--- src/rtl/month_year.sv ---
// month_year: BCD month (01..12) and 4-digit BCD year (0000..9999) counter.
// This block receives the day counter's day-to-month carry. It feeds the
// month/year digits back so the day block can decide month length and leap
// years. A validated load port lets the set-time UI write month/year directly.
//
// Ports
//   clk, rst            : clock, synchronous active-high reset
//   dd_to_mm_en         : one-cycle carry from the day block (advance month)
//   set_en              : one-cycle load strobe
//   set_month_1/0       : BCD month digits to load
//   set_year_3..0       : BCD year digits to load
//   month_1/0           : current BCD month
//   year_3..0           : current BCD year
//   mm_to_yy_en         : combinational, carry arriving while month == 12
//   century_wrap        : combinational, mm_to_yy_en while year == 9999
//   set_err             : registered one-cycle pulse, load rejected
//
// Per-cycle priority: rst > set_en > dd_to_mm_en. If a carry arrives in the
// same cycle as a load, the carry is dropped whether the load was accepted
// or rejected.

// One BCD digit of the year ripple. A value of 9 or above wraps to 0, so the
// digit cannot leave 0..9.
module month_year_bcd_digit (
  input  logic [3:0] cur,
  input  logic       ci,
  output logic [3:0] nxt,
  output logic       co
);
  always_comb begin
    nxt = cur;
    co  = 1'b0;
    if (ci) begin
      if (cur >= 4'd9) begin
        nxt = 4'd0;
        co  = 1'b1;
      end else begin
        nxt = cur + 4'd1;
      end
    end
  end
endmodule

module month_year #(
  parameter logic [3:0] RST_MONTH_1 = 4'd0,
  parameter logic [3:0] RST_MONTH_0 = 4'd1,
  parameter logic [3:0] RST_YEAR_3  = 4'd2,
  parameter logic [3:0] RST_YEAR_2  = 4'd0,
  parameter logic [3:0] RST_YEAR_1  = 4'd0,
  parameter logic [3:0] RST_YEAR_0  = 4'd0
) (
  input  logic       clk,
  input  logic       rst,
  input  logic       dd_to_mm_en,
  input  logic       set_en,
  input  logic [3:0] set_month_1,
  input  logic [3:0] set_month_0,
  input  logic [3:0] set_year_3,
  input  logic [3:0] set_year_2,
  input  logic [3:0] set_year_1,
  input  logic [3:0] set_year_0,
  output logic [3:0] month_1,
  output logic [3:0] month_0,
  output logic [3:0] year_3,
  output logic [3:0] year_2,
  output logic [3:0] year_1,
  output logic [3:0] year_0,
  output logic       mm_to_yy_en,
  output logic       century_wrap,
  output logic       set_err
);

  localparam int YDIG = 4;

  logic [3:0]            m1_q, m0_q;
  logic [YDIG-1:0][3:0]  year_q;   // [3] thousands .. [0] units
  logic [YDIG-1:0][3:0]  year_d;
  logic [YDIG:0]         ycarry;
  logic [3:0]            m1_d, m0_d;
  logic                  month_is_12;
  logic                  year_is_9999;
  logic                  load_ok;
  logic [YDIG-1:0][3:0]  set_year;

  assign set_year = {set_year_3, set_year_2, set_year_1, set_year_0};

  assign month_is_12  = (m1_q == 4'd1) && (m0_q == 4'd2);
  assign year_is_9999 = (year_q == {4'd9, 4'd9, 4'd9, 4'd9});

  // The carry outputs are zero latency, so the next stage sees the carry in
  // the same cycle as the day block's pulse.
  assign mm_to_yy_en  = dd_to_mm_en & month_is_12;
  assign century_wrap = mm_to_yy_en & year_is_9999;

  // Year ripple: the month wrap feeds the units digit, and each digit's
  // carry-out feeds the next digit.
  assign ycarry[0] = mm_to_yy_en;
  generate
    for (genvar g = 0; g < YDIG; g++) begin : g_ydig
      month_year_bcd_digit u_dig (
        .cur (year_q[g]),
        .ci  (ycarry[g]),
        .nxt (year_d[g]),
        .co  (ycarry[g+1])
      );
    end
  endgenerate

  // Month successor. The 09 case is the only one that moves the tens digit
  // upward, and 12 wraps to 01.
  always_comb begin
    m1_d = m1_q;
    m0_d = m0_q;
    if (month_is_12) begin
      m1_d = 4'd0;
      m0_d = 4'd1;
    end else if (m0_q >= 4'd9) begin
      m1_d = 4'd1;
      m0_d = 4'd0;
    end else begin
      m0_d = m0_q + 4'd1;
    end
  end

  // Load validation. Every digit must be a BCD digit, and the month must be
  // in 01..12.
  always_comb begin
    load_ok = 1'b1;
    for (int i = 0; i < YDIG; i++)
      if (set_year[i] > 4'd9) load_ok = 1'b0;
    if (set_month_1 > 4'd1) load_ok = 1'b0;
    if (set_month_0 > 4'd9) load_ok = 1'b0;
    if (set_month_1 == 4'd0 && set_month_0 == 4'd0) load_ok = 1'b0;
    if (set_month_1 == 4'd1 && set_month_0 > 4'd2) load_ok = 1'b0;
  end

  always_ff @(posedge clk) begin
    if (rst) begin
      m1_q    <= RST_MONTH_1;
      m0_q    <= RST_MONTH_0;
      year_q  <= {RST_YEAR_3, RST_YEAR_2, RST_YEAR_1, RST_YEAR_0};
      set_err <= 1'b0;
    end else if (set_en) begin
      set_err <= ~load_ok;
      if (load_ok) begin
        m1_q   <= set_month_1;
        m0_q   <= set_month_0;
        year_q <= set_year;
      end
    end else begin
      set_err <= 1'b0;
      if (dd_to_mm_en) begin
        m1_q   <= m1_d;
        m0_q   <= m0_d;
        year_q <= year_d;
      end
    end
  end

  assign month_1 = m1_q;
  assign month_0 = m0_q;
  assign year_3  = year_q[3];
  assign year_2  = year_q[2];
  assign year_1  = year_q[1];
  assign year_0  = year_q[0];

endmodule

--- config.mk ---
export PLATFORM = sky130hd
export DESIGN_NAME = month_year
export DESIGN_NICKNAME = d
export VERILOG_FILES = /design/src/rtl/month_year.sv
export SDC_FILE = /design/constraint.sdc
export NUM_CORES = 1
export LEC_CHECK = 0
export ABC_AREA = 1
export CAP_MARGIN = 25
export CORE_MARGIN = 4
export CORE_UTILIZATION = 25
export CTS_CLUSTER_SIZE = 14
export DETAILED_ROUTE_END_ITERATION = 10
export GPL_TIMING_DRIVEN = 0
export PLACE_DENSITY = 0.52
export SKIP_CTS_REPAIR_TIMING = 1
export SLEW_MARGIN = 10
export SYNTH_ARGS = -nofsm -noshare
export SYNTH_HDL_FRONTEND = slang
export SYNTH_SLANG_ARGS = --single-unit
--- constraint.sdc ---
create_clock -name clk -period 3.4 [get_ports clk]
set_clock_uncertainty 0.2 [all_clocks]
set_input_delay 0.51 -clock clk [delete_from_list [all_inputs] [get_ports clk]]
set_output_delay 0.51 -clock clk [all_outputs]
set_load 0.02 [all_outputs]
==> reports/qor.yml, run 1 <==
hpwlAfterDp_um: 4360
slew_violations: 0
layout.nets: 380
endpoint_kind: "output pin"
vias: 1943
antenna_found_initial: 0
start_util: 0.261
clk_latency_ns: 0.28
cts_made_buffers: 3
syn_area_per_cell_um2: 6.87
use_met2: 0.206
setup_viol: 0
max_cap_violations: 0
rsz0062_at_grt: "no"
ios: 55
worst_slew_pin_slew_ns: 0.536
path_clk_slew_ns: 0.09
hold_class: "reg -> reg"
multi_input_area_um2: 1210
syn_area_um2: 1920
core-area_um2: 7330
finalSetupTns_ns: 0
powerDensity_nw_per_um2: 266
fin_crit_sh: 0.899
setup_slack_ns: 0.342
period_needed_ns: 3.06
hold_depth: 2
clock.fmax_mhz: 327
grt_use_met1: 0.180
nFillCells: 796
cts_root_buffer: "clkbuf_8"
antennaDiodeCount: 0
use_met3: 0.0197
grt_max_degree: 14
reg2reg_depth: 11
routedWlPerCell_um: 12.7
synthesis.nets: 323
h-tree-depth: 1
startpoint_type: "flop"
hold_viol_final: 0
p_leak_nw: 1.06
dieArea_um2: 9130
dr.pass1.iters: 4
place_ws_ns: 0.506
synthToLayoutAreaGrowth_pct: 36.0
synth_seq_area_share: 0.261
port-buffer-count: 52
max-slew-margin-rel: 0.642
tritoncts: "built"
drive_gt1_frac: 0.0985
die_h_um: 95.5
worst-path-max-fanout: 7
gp_congestion: 0.777
drc: 0
fp.dieW_um: 95.5
grt-busiest-layer: "met2"
syn_inst: 279
clock_sinks: 25
ys_types: 30
cp.arrival_ns: 2.35
grt-ovfl-total: 0
drt_iter0_drc: 49
path_class: "reg -> out"
track_usage: 0.130
drt-vias-per-instance: 4.48
ir_worst_vdd_mv: 0.135
power_mw: 0.693
rows: 31
seq_area_um2: 500
yosysWarningCount: 0
worstPathRequired_ns: 2.69
run_status: "finished, final reports clean"
grt_pass1_wl_um: 9370
finalWirelength_um: 5520
ys_ff_latch: 25
ant_nets: 0
clk_path_buf_depth: 2
grt_pass1_vias: 1919
==> where the power goes <==
part	internal (mW)	total, mW	switching [mW]
Sequential	0.303	0.319	0.0159
Combinational	0.0859	0.185	0.0987
Clock	0.0842	0.189	0.105
Total	0.473	0.693	0.219
==> per-layer routing <==
layer  vias to the layer above  wire length [um]
li1                       1013                 -
met1                       880              2600
met2                        45              2550
met5                         -                 0
met3                         5               297
met4                         0                73
==> cell usage after synthesis <==
cell	n	area (um^2)
a22o_1	1	8.76
nand3_1	31	155
nand4_1	5	31.3
nand3_2	1	10.0
ha_1	16	200
xnor2_1	4	35.0
nand2_4	4	45.0
nor4_1	1	6.26
o21bai_1	1	7.51
inv_2	7	26.3
inv_1	31	116
o21ai_1	6	30.0
dfxtp_1	25	500
nor2_1	16	60.1
nand2_2	7	43.8
buf_2	1	5.00
or2_0	1	6.26
a21oi_1	17	85.1
buf_6	4	45.0
nand2_1	62	233
nand4_4	1	21.3
o21ai_0	15	75.1
o21ai_4	1	16.3
clkinv_1	1	3.75
nor2_4	3	33.8
clkbuf_1	3	11.3
nor3_2	1	10.0
xor2_1	5	43.8
nor3_1	4	20.0
nand3b_1	4	30.0
==> through the flow <==
stage	utilization	hold slack (ns)	cells	instance area, um^2
finish	0.355	0.272	434	2610
CTS	0.355	0.275	434	2610
floorplan	-	0.337	279	1920
detailed placement	0.349	0.260	430	2560
global placement	0.349	0.252	430	2560
global route	0.355	0.290	434	2610
==> critical path: stages, from the launching register on <==
cell,delay [ns]
dfxtp_1,0.39
inv_1,0.11
ha_1,0.15
inv_1,0.04
nor2_1,0.18
nand2_4,0.10
nor2_4,0.11
inv_2,0.07
nor3_1,0.27
clkdlybuf4s50_1,0.66
==> placed cells by master (no fill, tap or decap), drive strengths merged <==
| master | instances |
|---|---|
| nand2 | 73 |
| clkdlybuf4s50 | 52 |
| inv | 38 |
| nand3 | 32 |
| dfxtp | 25 |
| o21ai | 22 |
| nor2 | 19 |
| a21oi | 17 |
| ha | 16 |
| clkbuf | 7 |
| nand4 | 6 |
| xor2 | 5 |
| nor3 | 5 |
| buf | 5 |
| nand3b | 4 |
| xnor2 | 4 |
| nor4 | 1 |
| clkinv | 1 |
| o21bai | 1 |
| or2 | 1 |
| a22o | 1 |
==> flip-flops by register name, summed over array words and instances, names as in the netlist <==
register,flops
year_0,4
set_err,1
month_0,4
month_1,4
year_1,4
year_2,4
year_3,4
==> path summary, 6_finish.rpt <==
path | slack [ns] | to | startpoint
max | 0.34 | century_wrap | month_0[0]
min | 0.27 | month_1[2] | month_1[2]
max reg2reg | 1.49 | year_1[2] | month_0[0]
min reg2reg | 0.27 | month_1[2] | month_1[2]
==> area by class of cell <==
class                      instances  share of cell area
inverter                          39              0.0562
clock buffer                       4              0.0173
sequential                        25               0.192
tap                               99              0.0476
timing repair buffer              52               0.200
buffer                             8              0.0235
multi-input combinational        207               0.463
==> kinds of logic after synthesis <==
kind of cell | after synthesis | synth area share
buf+inv | 47 | 0.108
flops | 25 | 0.261
fa+ha+maj | 16 | 0.105
compound gates | 41 | 0.116
xor+xnor | 9 | 0.0411
simple gates | 141 | 0.368
Power figures use the tool's default switching activity.
==> inputs of run 2 (changes only) <==
CELL_PAD_IN_SITES_DETAIL_PLACEMENT = 1   (was unset)
CELL_PAD_IN_SITES_GLOBAL_PLACEMENT = 2   (was unset)
PLACE_DENSITY = 0.84   (was 0.52)
==> reports/qor.yml, run 2 (synthesis results as in run 1) <==
run_status: "finished, final reports clean"
drt-vias-per-instance: 4.55
endpoint_kind: "output pin"
finalWirelength_um: 5970
p_leak_nw: 1.06
tritoncts: "built"
drive_gt1_frac: 0.0985
dieArea_um2: 9130
worst_slew_pin_slew_ns: 0.556
fin_area_um2: 2610
powerDensity_nw_per_um2: 266
fin_crit_sh: 0.879
die_h_um: 95.5
setup_viol: 0
max-slew-margin-rel: 0.629
grt_pass1_wl_um: 10000
path_class: "reg -> out"
setup_slack_ns: 0.411
grt_max_degree: 14
place_ws_ns: 0.544
drt_iter0_drc: 63
period_needed_ns: 2.99
cpMostUsedCell: "inv_1"
hold_viol_final: 0
ir_worst_vdd_mv: 0.121
path_cells: "inv_1, ha_1, inv_1, nor2_1, nand2_4, nor2_4, inv_2, nor3_1, clkdlybuf4s50_1"
clk_latency_ns: 0.28
h-tree-depth: 1
ant_nets: 0
placed_cell_area_um2: 2560
port-buffer-count: 52
core-area_um2: 7330
grt-ovfl-total: 0
cp_top_family: "buffers and inverters"
mostFrequentLayoutCells: "nand2_1, clkdlybuf4s50_1, inv_1, nand3_1, dfxtp_1"
antennaDiodeCount: 0
cts_made_buffers: 3
dr.pass1.iters: 4
max_cap_violations: 0
vias: 1974
rows: 31
cts_root_buffer: "clkbuf_8"
cp_slowest_cell: "clkdlybuf4s50_1"
clock.fmax_mhz: 335
layout.nets: 380
cp.arrival_ns: 2.28
gp_congestion: 0.730
worstPathRequired_ns: 2.69
grt_pass1_vias: 2059
antenna_found_initial: 0
slew_violations: 0
mostFrequentLayoutCell: "nand2_1"
hold_class: "reg -> reg"
path_clk_slew_ns: 0.09
rsz0062_at_grt: "no"
finalSetupTns_ns: 0
track_usage: 0.141
hpwlAfterDp_um: 4790
slowest_delay_ns: 0.64
whs_ns: 0.264
synthToLayoutAreaGrowth_pct: 36.0
fp.dieW_um: 95.5
startpoint_type: "flop"
worst-path-max-fanout: 7
crit_buf_inv: 4
drc: 0
start_util: 0.261
ios: 55
routedWlPerCell_um: 13.8
clk_path_buf_depth: 2
clock_sinks: 25
==> run 2: cell counts in the layout (fill, tap and decap cells not counted) <==
No cell type changed its count.
==> run 2: final cells by class <==
type	count	area [um^2]
plain buffers	8	61.3
fillers	952	4730
clock buffers	4	45.0
repair buffers	52	520
well taps	99	124
inverters	39	146
multi-input cells	207	1210
flip-flops and latches	25	500
==> run 2: through the flow <==
step | util | instances | power, mW
after CTS | 0.355 | 434 | 0.707
after detailed placement | 0.349 | 430 | 0.517
after global routing | 0.355 | 434 | 0.739
final | 0.355 | 434 | 0.693
after floorplan | - | 279 | 0.430
after global placement | 0.349 | 430 | 0.513
==> run 2: power breakdown <==
group | leakage [nW] | internal (mW) | switching (mW) | total [mW]
sequential | 0.203 | 0.303 | 0.0160 | 0.319
combinational | 0.835 | 0.0862 | 0.101 | 0.187
clock | 0.0228 | 0.0842 | 0.102 | 0.186
total | 1.06 | 0.474 | 0.219 | 0.693
==> run 2: worst paths after layout <==
check                           startpoint            to  slack [ns]  depth (start not counted)
worst max-delay path            month_0[0]  century_wrap        0.41                          9
worst min-delay path            month_1[1]    month_1[1]        0.26                          2
worst max register to register  month_0[0]     year_1[1]        1.48                         11
worst min register to register  month_1[1]    month_1[1]        0.26                          2
==> run 2: layer usage <==
layer  GRT usage  vias up  wire, um
met5           0        -         0
met1       0.185      920      2840
li1            -     1009         -
met4      0.0462        0        82
met3      0.0205        5       256
met2       0.237       40      2790
==> run 2: worst reg2reg max path, cell delays in order (launching register included) <==
cell	delay (ns)
dfxtp_1	0.39
inv_1	0.11
ha_1	0.15
inv_1	0.04
nor2_1	0.17
nand2_4	0.10
nor2_4	0.11
inv_2	0.07
o21ai_4	0.18
nand2_1	0.14
nand2_1	0.08
a21oi_1	0.06
==> inputs of run 3 (changes only) <==
CTS_CLUSTER_DIAMETER = 50   (was unset)
REMOVE_ABC_BUFFERS = 1   (was unset)
==> reports/qor.yml, run 3 (synthesis results as in run 1) <==
run_status: "finished, final reports clean"
grt_max_degree: 28
cts_root_buffer: "clkbuf_8"
slew_violations: 0
rows: 31
clk_latency_ns: 0.28
dr.pass1.iters: 4
hold_class: "reg -> reg"
hold_viol_final: 0
worst_slew_pin_slew_ns: 0.856
place_ws_ns: 0.100
layout.nets: 374
die_h_um: 95.5
grt-ovfl-total: 0
rsz0062_at_grt: "no"
nFillCells: 910
worst-path-max-fanout: 6
cts_made_buffers: 3
worstPathRequired_ns: 2.69
drt_iter0_drc: 52
multi_input_area_um2: 1210
drc: 0
antenna_found_initial: 0
powerDensity_nw_per_um2: 268
finalWirelength_um: 5900
port-buffer-count: 54
drt-vias-per-instance: 4.63
clock_sinks: 25
seq_area_um2: 500
path_class: "reg -> out"
setup_viol: 0
track_usage: 0.135
endpoint_kind: "output pin"
finalSetupTns_ns: 0
h-tree-depth: 1
gp_congestion: 0.735
max-slew-margin-rel: 0.427
ios: 55
grt_pass1_vias: 2018
path_clk_slew_ns: 0.09
grt_pass1_wl_um: 9710
ir_worst_vdd_mv: 0.120
core-area_um2: 7330
dieArea_um2: 9130
period_needed_ns: 3.00
tritoncts: "built"
post-route-util: 0.350
start_util: 0.261
clk_path_buf_depth: 2
antennaDiodeCount: 0
vias: 1983
startpoint_type: "flop"
cp.arrival_ns: 2.29
mostFrequentLayoutCells: "nand2_1, clkdlybuf4s50_1, inv_1, nand3_1, dfxtp_1"
p_leak_nw: 1.04
fin_crit_sh: 0.882
clock.fmax_mhz: 334
synthToLayoutAreaGrowth_pct: 33.9
routedWlPerCell_um: 13.8
mostFrequentLayoutCell: "nand2_1"
drive_gt1_frac: 0.0881
fp.dieW_um: 95.5
max_cap_violations: 0
ant_nets: 0
setup_slack_ns: 0.403
hpwlAfterDp_um: 4610
==> run 3: cell count changes in the layout (fill, tap and decap cells not counted) <==
cell and delta:
buf_6 -4, clkbuf_1 -4, clkdlybuf4s50_1 +2, buf_2 -1, clkinv_2 +1
==> run 3: cell type report <==
class,instances,share of cell area
Clock buffer,3,0.0161
Inverter,39,0.0571
Clock inverter,1,0.00195
Tap cell,99,0.0483
Sequential cell,25,0.195
Multi-Input combinational cell,207,0.471
Timing Repair Buffer,54,0.211
==> run 3: power breakdown <==
| part | switching (mW) | internal (mW) |
|---|---|---|
| sequential | 0.0163 | 0.303 |
| combinational | 0.0989 | 0.0822 |
| clock | 0.105 | 0.0824 |
| total | 0.220 | 0.468 |
==> run 3: metrics by stage <==
stage	hold slack (ns)	power (mW)	area (um^2)	cells
after global routing	0.314	0.728	2560	428
after global placement	0.252	0.507	2520	424
after floorplan	0.334	0.419	1850	271
after detailed placement	0.263	0.509	2520	424
after CTS	0.279	0.698	2560	428
final	0.271	0.688	2560	428
==> run 3: worst max-delay path: stages, from the launching register on <==
cell,delay [ns]
dfxtp_1,0.46
ha_1,0.20
inv_1,0.04
nor2_1,0.17
nand2_4,0.10
nor2_4,0.12
inv_2,0.07
nor3_1,0.21
clkdlybuf4s50_1,0.65
==> run 3: per-layer routing <==
layer,global-route usage,part of all wire,vias to the layer above
met5,0,0,-
met4,0.0355,0.012,0
met3,0.0134,0.029,5
met2,0.235,0.47,31
met1,0.176,0.49,948
li1,-,-,999
==> run 3: worst paths after layout <==
path / start / to / slack (ns) / cells after the start
max: month_0[1] / century_wrap / 0.40 / 8
min: month_1[3] / month_1[3] / 0.27 / 2
max reg2reg: month_0[1] / year_1[2] / 1.43 / 10
min reg2reg: month_1[3] / month_1[3] / 0.27 / 2
